$ cat config.mk
export PLATFORM = sky130hd
export DESIGN_NAME = forward_unit
export DESIGN_NICKNAME = d
export VERILOG_FILES = /design/src/rtl/forward_unit.sv
export SDC_FILE = /design/constraint.sdc
export NUM_CORES = 1
export LEC_CHECK = 0
export CAP_MARGIN = 30
export CORE_UTILIZATION = 46
export DETAILED_ROUTE_END_ITERATION = 10
export PLACE_DENSITY = 0.8
export SLEW_MARGIN = 0
export SYNTH_ARGS = -nofsm -noshare
export SYNTH_HDL_FRONTEND = slang
export SYNTH_SLANG_ARGS = --single-unit
$ cat constraint.sdc
create_clock -name clk -period 4.65 [get_ports clk]
set_input_delay 0.93 -clock clk [delete_from_list [all_inputs] [get_ports clk]]
set_output_delay 0.93 -clock clk [all_outputs]
set_load 0.03 [all_outputs]
$ cat src/rtl/forward_unit.sv
// forward_unit
//   Operand-forwarding and load-use hazard detection for a 5-stage in-order
//   pipeline. Tracks {valid, rd, we, load} tags for the instructions in EX,
//   MEM and WB. From these tags it computes registered 3:1 mux selects for
//   the two EX operands. It also flags a combinational stall when the ID
//   instruction reads the destination of a load still in EX.
//
// Ports
//   clk         rising-edge clock
//   rst_n       asynchronous active-low reset
//   id_valid    ID-stage instruction valid
//   id_rs       ID source register A
//   id_rt       ID source register B
//   id_uses_rt  ID instruction actually reads id_rt
//   id_rd       ID destination register
//   id_we       ID instruction writes id_rd
//   id_load     ID instruction is a load
//   flush       taken branch; kill what would enter EX
//   fwd_sel_a   EX operand-A select: 00 regfile, 01 EX/MEM, 10 MEM/WB
//   fwd_sel_b   EX operand-B select, same encoding
//   stall       load-use hazard; hold PC and IF/ID
module forward_unit #(
    parameter int RW = 3
) (
    input  logic          clk,
    input  logic          rst_n,
    input  logic          id_valid,
    input  logic [RW-1:0] id_rs,
    input  logic [RW-1:0] id_rt,
    input  logic          id_uses_rt,
    input  logic [RW-1:0] id_rd,
    input  logic          id_we,
    input  logic          id_load,
    input  logic          flush,
    output logic [1:0]    fwd_sel_a,
    output logic [1:0]    fwd_sel_b,
    output logic          stall
);

    typedef struct packed {
        logic          valid;
        logic [RW-1:0] rd;
        logic          we;
        logic          load;
    } tag_t;

    localparam int EX  = 0;
    localparam int MEM = 1;
    localparam int WB  = 2;

    // Tag pipeline: index 0 = EX, 1 = MEM, 2 = WB. The WB tag is never a
    // forwarding source because the register file is assumed to be
    // write-first. It is still tracked so the tag pipeline mirrors the
    // datapath stage for stage.
    tag_t tag_reg [3];

    logic [1:0] fwd_sel_a_reg;
    logic [1:0] fwd_sel_b_reg;

    // Operand 0 is rs (always read), operand 1 is rt (read only if id_uses_rt).
    logic [1:0][RW-1:0] src;
    logic [1:0]         use_op;
    logic [1:0]         ex_hit;
    logic [1:0]         mem_hit;
    logic [1:0]         load_hit;
    logic [1:0][1:0]    sel_next;
    logic               advance;

    assign src[0] = id_rs;
    assign src[1] = id_rt;
    assign use_op = {id_uses_rt, 1'b1};

    generate
        for (genvar gi = 0; gi < 2; gi++) begin : g_op
            // Register 0 is hard-wired zero: it never matches a producer.
            assign ex_hit[gi]   = use_op[gi] && (src[gi] != '0)
                                  && tag_reg[EX].valid && tag_reg[EX].we
                                  && (tag_reg[EX].rd == src[gi]);
            assign mem_hit[gi]  = use_op[gi] && (src[gi] != '0)
                                  && tag_reg[MEM].valid && tag_reg[MEM].we
                                  && (tag_reg[MEM].rd == src[gi]);
            // A load in EX has no data yet, so a match there cannot be bypassed.
            assign load_hit[gi] = ex_hit[gi] && tag_reg[EX].load;
            // The youngest producer (EX) wins over the older one (MEM).
            assign sel_next[gi] = ex_hit[gi]  ? 2'b01 :
                                  mem_hit[gi] ? 2'b10 : 2'b00;
        end
    endgenerate

    // Flush dominates. The instruction is being killed, so it must not hold
    // the front end.
    assign stall   = id_valid && !flush && (|load_hit);
    assign advance = !flush && !stall;

    always_ff @(posedge clk or negedge rst_n) begin
        if (!rst_n) begin
            for (int i = 0; i < 3; i++) begin
                tag_reg[i] <= '0;
            end
            fwd_sel_a_reg <= 2'b00;
            fwd_sel_b_reg <= 2'b00;
        end else begin
            // MEM and WB always advance; only EX can receive a bubble.
            for (int i = 1; i < 3; i++) begin
                tag_reg[i] <= tag_reg[i-1];
            end
            tag_reg[EX].valid <= advance && id_valid;
            tag_reg[EX].rd    <= id_rd;
            tag_reg[EX].we    <= id_we;
            tag_reg[EX].load  <= id_load;
            if (advance && id_valid) begin
                fwd_sel_a_reg <= sel_next[0];
                fwd_sel_b_reg <= sel_next[1];
            end else begin
                fwd_sel_a_reg <= 2'b00;
                fwd_sel_b_reg <= 2'b00;
            end
        end
    end

    assign fwd_sel_a = fwd_sel_a_reg;
    assign fwd_sel_b = fwd_sel_b_reg;

endmodule

Word-level counts from Yosys, hierarchy flattened
Cells that the tools add are included.

storage, ports and cells
  bits in registers = 15
  input bits = 16
  word-level logic and storage cells = 43

operators by class
  equality and inequality tests = 4
  muxes and demuxes = 6
  reductions and logical operators = 24

operators by type and width
  kind                count
  1-bit logical AND   19
  3-bit == test       4
  2-bit 2-to-1 mux    6
  3-bit nonzero test  2
  1-bit logical NOT   2
  2-bit OR reduction  1

Logic depth before layout (Yosys ltp)
Gate-level depths: netlist (run 1).

  depth after elaboration = 12
  gate-level depth with buffers = 4

Worst setup path before layout (run 1)
No wires, ideal clock.

  path type = input to output
  start = input port id_rs[0]
  end = output port stall
  arrival = 2.265 ns
  data required time = 3.720 ns
  path slack = 1.455 ns
  stages on the path = 4
  cell sequence = xor2_1 -> or3_4 -> o32ai_4 -> nor2b_1

between the ends
  word-level cells in the longest chain between the ends = 7
  elaborated cells on any way between the ends = 8
  those cells by class = eq/ne: 1; reduce/logical: 7

ends and longest elaborated chain
  what                            line  RTL
  from (decl)                     28    input logic [RW-1:0] id_rs,
  3-bit nonzero test              76    assign ex_hit[gi] = use_op[gi] && (src[gi] != '0)
  1-bit logical AND (2 in a row)  77    && tag_reg[EX].valid && tag_reg[EX].we
  1-bit logical AND *             78    && (tag_reg[EX].rd == src[gi]);
  1-bit logical AND *             83    assign load_hit[gi] = ex_hit[gi] && tag_reg[EX].load;
  2-bit OR reduction *            92    assign stall = id_valid && !flush && (|load_hit);
  1-bit logical AND *             92
  to (decl)                       37    output logic stall

Mark *: on every way between the ends. The rest lies on a longest branch, timed or not.

Worst setup path after layout (run 1)
Ends and elaborated chain as after synthesis.

==> results.toml, run 1 <==
[clocking]
htree_levels = 1
clockRootBuffer = "clkbuf_4"
insertion_delay_ns = 0.29
cts_tree = "done"
cts_setup_buffers = 0
cts.sinks = 15
clk_path_buf_depth = 2
cts_made_buffers = 3
ctsHoldBuffers = 0
cts.repair.resized = 0
clk_pin_slew_worst_paths_ns = 0.09

[timing]
slew_violations = 0
rsz0062_at_grt = "false"
final_hold_viol_count = 0
fin_tns_setup_ns = 0
relSlewSlack_pct = 58.7
worst_slack_ns = 0.572
finalCritPeriodShare_pct = 87.7
setup_violations = 0
finalClockSkew_ns = 0.00323
max_freq_mhz = 245
tightest_slew_ns = 0.618
finalCriticalPeriod_ns = 4.08

[placement]
io_buffer_count = 20
gp_congestion = 0.845
pre_cts_ws_ns = 0.568
post-dp-hpwl_microns = 930

[yosys]
syn_area_sq_um = 651
ys_warn_count = 0
ys_types = 21
syn_avg_cell_area_sq_um = 12.8
ys_seq_area_share_pct = 57.7
ys_ff_latch = 15
syn_inst = 51
syn_nets = 67

[power]
p_sw_uw = 62.8
p_sw_share_pct = 25.1
max-vdd-ir-drop_mv = 0.179
combPwrFrac_pct = 13.1
clockPowerShare_pct = 31.0
power_density_mw_per_mm2 = 278
p_int_uw = 187
p_seq_share_pct = 55.9
p_leak_nw = 0.363

[global_routing]
antenna_found_initial = 0
grt_pass1_vias = 432
grt_pass1_wl_microns = 1590
grt_overflow = 0
grt_max_degree = 16
grt_use_total_pct = 17.0

[worst_setup_path]
critPathCapture = "stall"
crit_type = "in2out"
crit_required_ns = 3.72
cp-start-kind = "input port"
r2r_cells = 4
regToRegSetupSlack_ns = 3.10
end_kind = "output port"
r2r-start = "tag_reg[16]$_DFF_PN0_"
crit_path_start = "id_rs[0]"
cp.arrival_ns = 3.15
cp_max_fo = 4
reg2reg_to = "fwd_sel_b[1]$_DFF_PN0_"

[die]
rows = 13
die_height_microns = 39.6
pin_count = 21
die_x_microns = 39.6
initial_core_util_pct = 50.0
die_area_sq_mm = 0.00157
core_area_sq_mm = 0.00130

[final_layout]
final_nets = 92
largest_reg_flops = 11
syn_to_final_growth_pct = 38.3
num_antenna_cells = 0
mostFrequentLayoutCells = "20 x clkdlybuf4s50_1, 15 x dfrtp_1, 10 x xor2_1, 4 x nor2_1"
drive_above_1_share_pct = 13.3
final_common_cell = "clkdlybuf4s50_1"

[detailed_routing]
drtIter0Drc = 0
routed_wl_microns = 1110
drc = 0
wl_per_cell_microns = 12.3
vias_per_cell = 5.24
drt-pass1-iter-count = 1
num_vias = 472
drtAntennaViolNets = 0

[status]
status = "completed"

[flow_run]
drv_cap = 0

[worst_hold_path]
hp-class = "reg2reg"
## routing by layer
layer	wire [microns]	GRT usage, %
met4	43	13.8
met1	438	16.5
met3	53	5.11
met2	569	29.1
met5	0	0
## cells in the mapped netlist (all sizes together)
cell type | instances | area, sq um
nor2b | 1 | 6.26
nor4 | 2 | 12.5
or4 | 1 | 11.3
dfrtp | 15 | 375
o31a | 1 | 8.76
nor4b | 1 | 15.0
nand2 | 3 | 11.3
nor2 | 4 | 15.0
a211o | 1 | 8.76
a21oi | 1 | 8.76
o21ai | 1 | 5.00
nor3 | 2 | 10.0
nand3 | 1 | 5.00
nand2b | 1 | 6.26
xor2 | 10 | 87.6
or3 | 1 | 11.3
and2 | 1 | 6.26
o32ai | 1 | 27.5
inv | 1 | 3.75
nand4b | 1 | 8.76
or2 | 1 | 6.26
## power groups by stage
stage | sequential (mW) | combinational, mW | clock (mW)
2_1_floorplan | 0.141 | 0.0136 | 0
3_3_place_gp | 0.142 | 0.0327 | 0
3_5_place_dp | 0.142 | 0.0331 | 0
4_1_cts | 0.140 | 0.0332 | 0.0803
5_1_grt | 0.140 | 0.0357 | 0.0845
6_report | 0.140 | 0.0327 | 0.0775
## area by class of cell
type / instances / area (sq um)
fillers: 105 / 402
flip-flops and latches: 15 / 375
multi-input cells: 35 / 272
repair buffers: 20 / 200
clock buffers: 3 / 22.5
well taps: 15 / 18.8
clock inverters: 1 / 7.51
inverters: 1 / 3.75
## how the worst min path moves through the flow
stage	start	endpoint	cells after the start
2_1_floorplan	tag_reg[13]$_DFF_PN0_	tag_reg[7]$_DFF_PN0_	0
3_3_place_gp	tag_reg[17]$_DFF_PN0_	tag_reg[11]$_DFF_PN0_	0
3_5_place_dp	tag_reg[13]$_DFF_PN0_	tag_reg[7]$_DFF_PN0_	0
4_1_cts	tag_reg[13]$_DFF_PN0_	tag_reg[7]$_DFF_PN0_	0
5_1_grt	tag_reg[13]$_DFF_PN0_	tag_reg[7]$_DFF_PN0_	0
6_report	tag_reg[13]$_DFF_PN0_	tag_reg[7]$_DFF_PN0_	0
## kinds of logic after synthesis
logic type | Yosys count | share of synthesized area, %
compound gates | 5 | 9.04
xor+xnor | 10 | 13.5
buf+inv | 1 | 0.576
flops | 15 | 57.7
simple gates | 20 | 19.2
## stage by stage
| step | instances | total power, mW | instance area (sq um) | util, % | hold WS [ns] |
|---|---|---|---|---|---|
| 3_5_place_dp | 86 | 0.175 | 870 | 66.8 | 0.364 |
| 3_3_place_gp | 86 | 0.175 | 870 | 66.8 | 0.358 |
| 2_1_floorplan | 51 | 0.155 | 651 | - | 0.354 |
| 6_report | 90 | 0.250 | 900 | 69.1 | 0.390 |
| 4_1_cts | 90 | 0.253 | 900 | 69.1 | 0.393 |
| 5_1_grt | 90 | 0.260 | 900 | 69.1 | 0.397 |
## critical path: stages
cell and delay (ns):
clkdlybuf4s50_1 0.47, xor2_1 0.18, or3_4 0.41, o32ai_4 0.31, nor2b_1 0.17, clkdlybuf4s50_1 0.67
Note: power is estimated with default switching activity, not from simulation.
==> run 2, diff against run 1 <==
--- a/config.mk
+++ b/config.mk
@@ -13,3 +13,4 @@
 export SYNTH_ARGS = -nofsm -noshare
 export SYNTH_HDL_FRONTEND = slang
 export SYNTH_SLANG_ARGS = --single-unit
+export TNS_END_PERCENT = 100
==> results of run 2 <==
The final DEF is identical to that of run 1; final timing and power are the same.
==> run 3, diff against run 2 <==
--- a/config.mk
+++ b/config.mk
@@ -7,7 +7,9 @@
 export LEC_CHECK = 0
 export CAP_MARGIN = 30
 export CORE_UTILIZATION = 46
+export CTS_CLUSTER_SIZE = 25
 export DETAILED_ROUTE_END_ITERATION = 10
+export GPL_ROUTABILITY_DRIVEN = 0
 export PLACE_DENSITY = 0.8
 export SLEW_MARGIN = 0
 export SYNTH_ARGS = -nofsm -noshare
==> results of run 3 <==
The final DEF is identical to that of run 1; final timing and power are the same.
